<file path="config.mk">
export PLATFORM = sky130hd
export DESIGN_NAME = ram_arbiter
export DESIGN_NICKNAME = d
export VERILOG_FILES = /design/src/rtl/ram_arbiter.sv
export SDC_FILE = /design/constraint.sdc
export NUM_CORES = 1
export LEC_CHECK = 0
export BUFFER_PORTS_ARGS = -buffer_cell sky130_fd_sc_hd__buf_2
export CORE_ASPECT_RATIO = 0.6
export CORE_UTILIZATION = 45
export CTS_CLUSTER_DIAMETER = 200
export CTS_CLUSTER_SIZE = 10
export DETAILED_ROUTE_END_ITERATION = 8
export HOLD_SLACK_MARGIN = 0.1
export PLACE_DENSITY = 0.78
export SETUP_SLACK_MARGIN = 0.5
export SYNTH_ARGS = -nofsm -noshare
export SYNTH_HDL_FRONTEND = slang
export SYNTH_SLANG_ARGS = --single-unit
</file>
<file path="constraint.sdc">
create_clock -name clk -period 2.42 [get_ports clk]
set_input_delay 0 -clock clk [delete_from_list [all_inputs] [get_ports clk]]
set_output_delay 0 -clock clk [all_outputs]
set_load 0.01 [all_outputs]
</file>
<file path="src/rtl/ram_arbiter.sv">
// Round-robin arbiter sharing one single-port synchronous RAM between requesters A and B.
// One access in flight at a time, sequenced IDLE -> ISSUE -> CAPTURE.
module ram_arbiter #(
  parameter int ADDRESS_BITS = 6,
  parameter int DATA_BITS    = 8
) (
  input  logic                    clk,
  input  logic                    reset,
  input  logic                    a_req,
  input  logic                    a_we,
  input  logic [ADDRESS_BITS-1:0] a_addr,
  input  logic [DATA_BITS-1:0]    a_wdata,
  output logic                    a_grant,
  output logic                    a_done,
  output logic [DATA_BITS-1:0]    a_rdata,
  input  logic                    b_req,
  input  logic                    b_we,
  input  logic [ADDRESS_BITS-1:0] b_addr,
  input  logic [DATA_BITS-1:0]    b_wdata,
  output logic                    b_grant,
  output logic                    b_done,
  output logic [DATA_BITS-1:0]    b_rdata,
  output logic                    ram_enable,
  output logic [ADDRESS_BITS-1:0] ram_address,
  output logic [DATA_BITS-1:0]    ram_data_in,
  input  logic [DATA_BITS-1:0]    ram_data_out
);

  typedef enum logic [1:0] {IDLE, ISSUE, CAPTURE} state_t;

  // Requester identity encoding for last/owner: 0 = A, 1 = B.
  localparam logic SEL_A = 1'b0;
  localparam logic SEL_B = 1'b1;

  state_t                  state, state_next;
  logic                    last, last_next;
  logic                    owner, owner_next;
  logic                    op_we, op_we_next;
  logic                    pick_b;
  logic                    a_grant_next, b_grant_next;
  logic                    a_done_next, b_done_next;
  logic                    ram_enable_next;
  logic [ADDRESS_BITS-1:0] ram_address_next;
  logic [DATA_BITS-1:0]    ram_data_in_next;
  logic [DATA_BITS-1:0]    a_rdata_next, b_rdata_next;

  always_ff @(posedge clk) begin
    if (reset) begin
      state       <= IDLE;
      last        <= SEL_B;
      owner       <= SEL_A;
      op_we       <= 1'b0;
      a_grant     <= 1'b0;
      b_grant     <= 1'b0;
      a_done      <= 1'b0;
      b_done      <= 1'b0;
      ram_enable  <= 1'b0;
      ram_address <= '0;
      ram_data_in <= '0;
      a_rdata     <= '0;
      b_rdata     <= '0;
    end else begin
      state       <= state_next;
      last        <= last_next;
      owner       <= owner_next;
      op_we       <= op_we_next;
      a_grant     <= a_grant_next;
      b_grant     <= b_grant_next;
      a_done      <= a_done_next;
      b_done      <= b_done_next;
      ram_enable  <= ram_enable_next;
      ram_address <= ram_address_next;
      ram_data_in <= ram_data_in_next;
      a_rdata     <= a_rdata_next;
      b_rdata     <= b_rdata_next;
    end
  end

  always_comb begin
    state_next       = state;
    last_next        = last;
    owner_next       = owner;
    op_we_next       = op_we;
    pick_b           = 1'b0;
    a_grant_next     = 1'b0;
    b_grant_next     = 1'b0;
    a_done_next      = 1'b0;
    b_done_next      = 1'b0;
    ram_enable_next  = 1'b0;
    ram_address_next = ram_address;
    ram_data_in_next = ram_data_in;
    a_rdata_next     = a_rdata;
    b_rdata_next     = b_rdata;

    case (state)
      IDLE: begin
        if (a_req || b_req) begin
          // On a tie the requester not served last wins.
          pick_b           = b_req && (!a_req || (last == SEL_A));
          owner_next       = pick_b;
          last_next        = pick_b;
          op_we_next       = pick_b ? b_we : a_we;
          ram_enable_next  = pick_b ? b_we : a_we;
          ram_address_next = pick_b ? b_addr : a_addr;
          ram_data_in_next = pick_b ? b_wdata : a_wdata;
          a_grant_next     = !pick_b;
          b_grant_next     = pick_b;
          state_next       = ISSUE;
        end
      end
      ISSUE: begin
        // RAM latches the command at the end of this cycle; enable drops next.
        state_next = CAPTURE;
      end
      CAPTURE: begin
        if (owner == SEL_B) begin
          b_done_next = 1'b1;
          if (!op_we) b_rdata_next = ram_data_out;
        end else begin
          a_done_next = 1'b1;
          if (!op_we) a_rdata_next = ram_data_out;
        end
        state_next = IDLE;
      end
      default: state_next = IDLE;
    endcase
  end

endmodule
</file>
==> out/qor.yml, run 1 <==
cp_slowest_stage_delay_ns: 0.57
hp-class: "input port to register"
cts_max_path_buffers: 2
swShare_pct: 27.4
nets: 324
timing.rr.start: "last"
worstSetupPathType: "register to register"
crit_family: "buffers and inverters"
crit_cells: 4
syn_nets: 215
drive_gt1_share_pct: 35.5
diodes: 0
path_cells: "a21bo_2 -> mux2i_1 -> dlygate4sd3_1 -> nor3_1"
p_switching_mw: 0.396
grt_pass1_vias: 1636
synth_async_sr_flop_share_pct: 0
syn_avg_cell_area_um2: 9.46
ys_warn_count: 0
max_freq_ghz: 0.561
core_um2: 3360
hold_violations: 0
r2r-end: "ram_enable"
finalSetupViolCount: 0
wl_per_cell_um: 14.9
clock_skew_ns: 0.00864
htreeDepth: 2
cts_setup_buffers: 0
crit_required_ns: 2.56
ios: 77
std_cell_rows: 16
cp-end-kind: "register"
p_int_mw: 1.05
antenna_found_initial: 0
critPathCapture: "ram_enable"
drt-total-wl_mm: 4.87
yosysSeqAreaShare_pct: 48.9
grt_max_degree: 41
path_clk_slew_ns: 0.07
p_leak_nw: 1.09
grt_pass1_wl_mm: 7.71
synthesis.area_um2: 1640
worst-path-buf-inv: 1
ir_worst_vdd_uv: 320
post_synth_num_cell_types: 28
cts.sinks: 40
slew_headroom_pct: 46.2
setup_tns_ns: 0
period_share_pct: 73.7
grt.total_usage_pct: 26.2
detail_route.first_pass.iterations: 4
cts_buffers: 5
io_buffer_count: 76
die_width_um: 79.9
finalPower_mw: 1.44
pwr-share-seq_pct: 50.8
min_path_cells: 3
clockPowerShare_pct: 28.0
synthFlopType: "dfxtp_1"
status: "finished, final reports clean"
final_area_um2: 2460
overflow: 0
initialDrtViolationCount: 124
drv_slew: 0
rsz0062_at_grt: "false"
fin_crit_ns: 1.78
start_kind: "register"
synthToLayoutAreaGrowth_pct: 50.5
max-cap-violations: 0
crit_start: "last"
placed_cell_area_um2: 2010
rrSetupSlack_ns: 0.64
reg2reg_depth: 4
vias_per_cell: 5.09
fillers: 256
cts_tree: "done"
die_y_um: 48.7
dpl.hpwl_mm: 2.73
gp_congestion: 0.734
crit_slowest_cell: "dlygate4sd3_1"
vias: 1665
drc: 0
clockRootBuffer: "clkbuf_8"
powerDensity_nw_per_um2: 586
synth_edf_count: 0
synthCells: 173
combPwrFrac_pct: 21.2
drtAntennaViolNets: 0
critical_path_arrival_ns: 1.92
cts.repair.resized: 0
initial_core_util_pct: 48.7
clkLatencyLatePin_ns: 0.28
die_area_um2: 3890
worst_pin_slew_ns: 0.808
synth-seq-cells: 40
crit_fanout: 16
-- sequential cells by signal, summed over array words and instances (netlist names) --
register,flops
owner,1
b_done,1
a_done,1
ram_address,6
b_rdata,8
last,1
a_rdata,8
ram_enable,1
ram_data_in,8
b_grant,1
op_we,1
a_grant,1
state,2
-- placed cells by master, fill, tap and decap left out, drive strengths merged, types with 2 or more instances in the layout --
cell and n:
a21boi 2, a21oi 23, a311oi 14, buf 78, clkbuf 6, dfxtp 40
dlygate4sd3 38, mux2i 9, nand2 45, nor2 10, nor3 3, nor4b 2
nor4bb 2
-- layer usage --
metal | GRT usage, % | up-vias | wire [µm]
met5 | 0 | - | 0
met4 | 8.63 | 0 | 95
met3 | 6.04 | 8 | 242
met2 | 41.7 | 57 | 2330
met1 | 35.0 | 777 | 2200
li1 | - | 823 | -
-- synth_stat cells (2+ instances only) --
master / number / share of area [%]
a311oi_1: 5 / 2.7
buf_6: 2 / 1.4
nor2_1: 9 / 2.1
dfxtp_1: 40 / 49
buf_2: 4 / 1.2
buf_1: 3 / 0.69
nor4bb_1: 2 / 1.2
nand2_1: 45 / 10
a311oi_2: 9 / 8.3
nor3_1: 3 / 0.92
mux2i_1: 9 / 5.5
a21oi_1: 23 / 7.0
clkbuf_1: 4 / 0.92
-- stage by stage --
step | worst slack (ns) | std cells | utilization [%] | hold WS, ns
after global placement | 0.825 | 282 | 59.6 | 0.260
final | 0.636 | 327 | 73.3 | 0.112
after global routing | 0.506 | 327 | 73.3 | 0.154
after CTS | 0.621 | 327 | 73.3 | 0.115
after detailed placement | 0.763 | 282 | 59.6 | 0.265
after floorplan | 1.17 | 173 | - | 0.0775
-- logic make-up after synthesis --
| kind of cell | after synthesis | share of synthesized area, % |
|---|---|---|
| and+or+nand+nor | 67 | 18.7 |
| AOI/OAI and AO/OA | 43 | 21.4 |
| DFF | 40 | 48.9 |
| buffers and inverters | 14 | 5.43 |
| muxes | 9 | 5.50 |
-- final cells by class --
| type | count | area (µm²) | area share [%] |
|---|---|---|---|
| Sequential cell | 40 | 801 | 32.5 |
| Timing Repair Buffer | 116 | 776 | 31.5 |
| Multi-Input combinational cell | 119 | 753 | 30.6 |
| Clock buffer | 6 | 72.6 | 2.95 |
| Tap cell | 45 | 56.3 | 2.29 |
| Clock inverter | 1 | 5.00 | 0.203 |
-- repair_timing --
action	in CTS	in global routing
hold buffers	38	0
endpoints found under the hold margin	31	0
endpoints found under the setup margin	0	0
-- worst min path at each step --
stage | endpoint | from | slack (ns)
floorplan | b_done | reset | 0.08
global placement | b_rdata[7] | ram_data_out[7] | 0.26
detailed placement | a_rdata[3] | ram_data_out[3] | 0.27
CTS | op_we | a_we | 0.12
global route | op_we | a_we | 0.15
finish | op_we | a_we | 0.11
-- worst reg2reg max path: cells and delay by family, from the launching register on --
kind / cells / cell delay (ns)
multiplexers: 1 / 0.30
flip-flops: 1 / 0.38
AND/OR/NAND/NOR: 1 / 0.04
AO/OA/AOI/OAI: 1 / 0.36
buffers and inverters: 1 / 0.57
-- power groups by stage --
stage | Combinational (mW) | Clock (mW) | Sequential, mW
final | 0.306 | 0.404 | 0.734
after global routing | 0.333 | 0.442 | 0.738
after CTS | 0.296 | 0.409 | 0.732
after detailed placement | 0.249 | 0 | 0.746
after global placement | 0.245 | 0 | 0.746
after floorplan | 0.152 | 0 | 0.759
Power figures use the tool's default switching activity.
==> inputs of run 2 (changes only) <==
==> constraint.sdc (replaced) <==
create_clock -name clk -period 1.9 [get_ports clk]
set_input_delay 0 -clock clk [delete_from_list [all_inputs] [get_ports clk]]
set_output_delay 0 -clock clk [all_outputs]
set_load 0.01 [all_outputs]
==> run 2 against run 1 <==
Effect of this change: clock power rose by 65%; cell area rose by 4.1%; die area did not move; clock skew fell by 0.0055 ns; via count rose by 3.4%; worst setup slack got worse by 0.081 ns; flip-flop and latch count did not move; critical path type unchanged; highest routed layer unchanged.
==> out/qor.yml, run 2 (synthesis results as in run 1) <==
status: "finished, final reports clean"  # unchanged
cts_tree: "done"  # unchanged
utilization_pct: 76.3  # was 73.3%
initial_core_util_pct: 48.7  # unchanged
gp_congestion: 0.737  # was 0.734
cts_max_path_buffers: 2  # unchanged
dpl.hpwl_mm: 2.76  # was 2.73 mm
drv_slew: 0  # unchanged
drt-met1-wl_mm: 2.21  # was 2.20 mm
synthToLayoutAreaGrowth_pct: 56.7  # was 50.5%
max-cap-violations: 0  # unchanged
drive_gt1_share_pct: 38.5  # was 35.5%
layout_common_cells: "buf_2 (76), nand2_1 (45), dlygate4sd3_1 (38), dfxtp_1 (37), a21oi_1 (23)"  # was buf_2 (76), nand2_1 (45), dfxtp_1 (40), dlygate4sd3_1 (38), a21oi_1 (23)
p_leak_nw: 1.14  # was 1.09 nW
holdPathEnd: "ram_data_in[1]"  # was op_we
timing.rr.start: "last"  # unchanged
rrSetupSlack_ns: 0.56  # was 0.64 ns
vias: 1722  # was 1665
top_layer: "met4"  # unchanged
nets: 329  # was 324
period_share_pct: 70.8  # was 73.7%
crit_fanout: 10  # was 16
top_regs: "a_rdata x8, b_rdata x8, ram_data_in x8"  # unchanged
vias_per_cell: 5.17  # was 5.09
overflow: 0  # unchanged
min_path_cells: 4  # was 3
wl_per_cell_um: 14.8  # was 14.9 µm
die_y_um: 48.7  # unchanged
powerDensity_nw_per_um2: 786  # was 586 nW/µm²
grt_max_degree: 37  # was 41
die_area_um2: 3890  # unchanged
rsz0062_at_grt: "false"  # unchanged
worstSetupPathType: "register to register"  # unchanged
r2r-end: "ram_data_in[6]"  # was ram_enable
cts.sinks: 40  # unchanged
clkLatencyLatePin_ns: 0.29  # was 0.28 ns
finalPower_mw: 2.02  # was 1.44 mW
hp-class: "input port to register"  # unchanged
slew_headroom_pct: 53.5  # was 46.2%
hold_violations: 0  # unchanged
htreeDepth: 2  # unchanged
fin_crit_ns: 1.34  # was 1.78 ns
cts_buffers: 5  # unchanged
min_from: "a_req"  # was a_we
die_width_um: 79.9  # unchanged
wl_met3_um: 295  # was 242 µm
setup_tns_ns: 0  # unchanged
initialDrtViolationCount: 99  # was 124
grt.total_usage_pct: 26.6  # was 26.2%
reg2reg_depth: 4  # unchanged
finalSetupViolCount: 0  # unchanged
final_common_cell: "buf_2"  # unchanged
grt_pass1_wl_mm: 7.74  # was 7.71 mm
max_freq_ghz: 0.744  # was 0.561 GHz
io_buffer_count: 76  # unchanged
diodes: 0  # unchanged
drt-total-wl_mm: 4.92  # was 4.87 mm
worst_pin_slew_ns: 0.698  # was 0.808 ns
critical_path_arrival_ns: 1.54  # was 1.92 ns
wl_met2_mm: 2.36  # was 2.33 mm
detail_route.first_pass.iterations: 4  # unchanged
core_um2: 3360  # unchanged
path_clk_slew_ns: 0.07  # about the same
start_kind: "register"  # unchanged
grt_pass1_vias: 1645  # was 1636
setup_slack_ns: 0.555  # was 0.636 ns
antenna_found_initial: 0  # unchanged
crit_required_ns: 2.09  # was 2.56 ns
drtAntennaViolNets: 0  # unchanged
ios: 77  # unchanged
std_cell_rows: 16  # unchanged
drc: 0  # unchanged
cp-end-kind: "register"  # unchanged
clockRootBuffer: "clkbuf_8"  # unchanged
place_ws_ns: 0.459  # was 0.763 ns
clock_skew_ns: 0.00310  # was 0.00864 ns
worst_hold_slack_ns: 0.131  # was 0.112 ns
ir_worst_vdd_uv: 440  # was 320 µV
run 2: cell types whose count changed in the layout (fill, tap and decap cells not counted), sizes merged:
cell	delta
buf	+5
bufinv	+1
run 2: area by class of cell:
class | count | area [µm²]
fillers | 228 | 798
clock buffers | 6 | 72.6
repair buffers | 121 | 813
flip-flops and latches | 40 | 807
clock inverters | 2 | 35.0
well taps | 45 | 56.3
multi-input cells | 119 | 781
run 2: per-layer routing:
metal,global-route usage (%),vias up
met5,0,-
met2,41.6,74
met3,7.74,7
li1,-,842
met4,8.33,0
met1,35.4,799
run 2: per-stage QoR:
stage               cell area (µm²)  std cells
floorplan                      1640        173
global placement               2020        284
detailed placement             2020        284
CTS                            2520        330
global route                   2560        333
finish                         2560        333
run 2: critical path, stage by stage, from the launching register on:
cell,delay (ns)
dfxtp_1,0.35
a21boi_2,0.28
buf_4,0.23
nand2_1,0.10
a311oi_2,0.29
run 2: worst max-delay path by stage:
| stage | slack, ns | endpoint | startpoint |
|---|---|---|---|
| floorplan | 0.65 | ram_address[0] | last |
| global placement | 0.51 | ram_data_in[0] | state[0] |
| detailed placement | 0.46 | ram_address[3] | state[0] |
| CTS | 0.49 | b_rdata[7] | state[1] |
| global route | 0.50 | b_rdata[3] | state[1] |
| finish | 0.56 | ram_data_in[6] | last |
run 2: repair_timing:
item | in CTS | in global routing
hold buffers | 38 | 0
setup buffers | 0 | 3
hold endpoints to repair | 31 | 0
pin swaps | 0 | 1
setup endpoints to repair | 16 | 22
gates resized for setup | 2 | 7
run 2: power breakdown:
group | total [mW] | internal, mW | leakage [nW] | switching, mW
combinational | 0.413 | 0.208 | 0.753 | 0.204
clock | 0.665 | 0.389 | 0.0552 | 0.276
sequential | 0.939 | 0.895 | 0.329 | 0.0438
total | 2.02 | 1.49 | 1.14 | 0.524
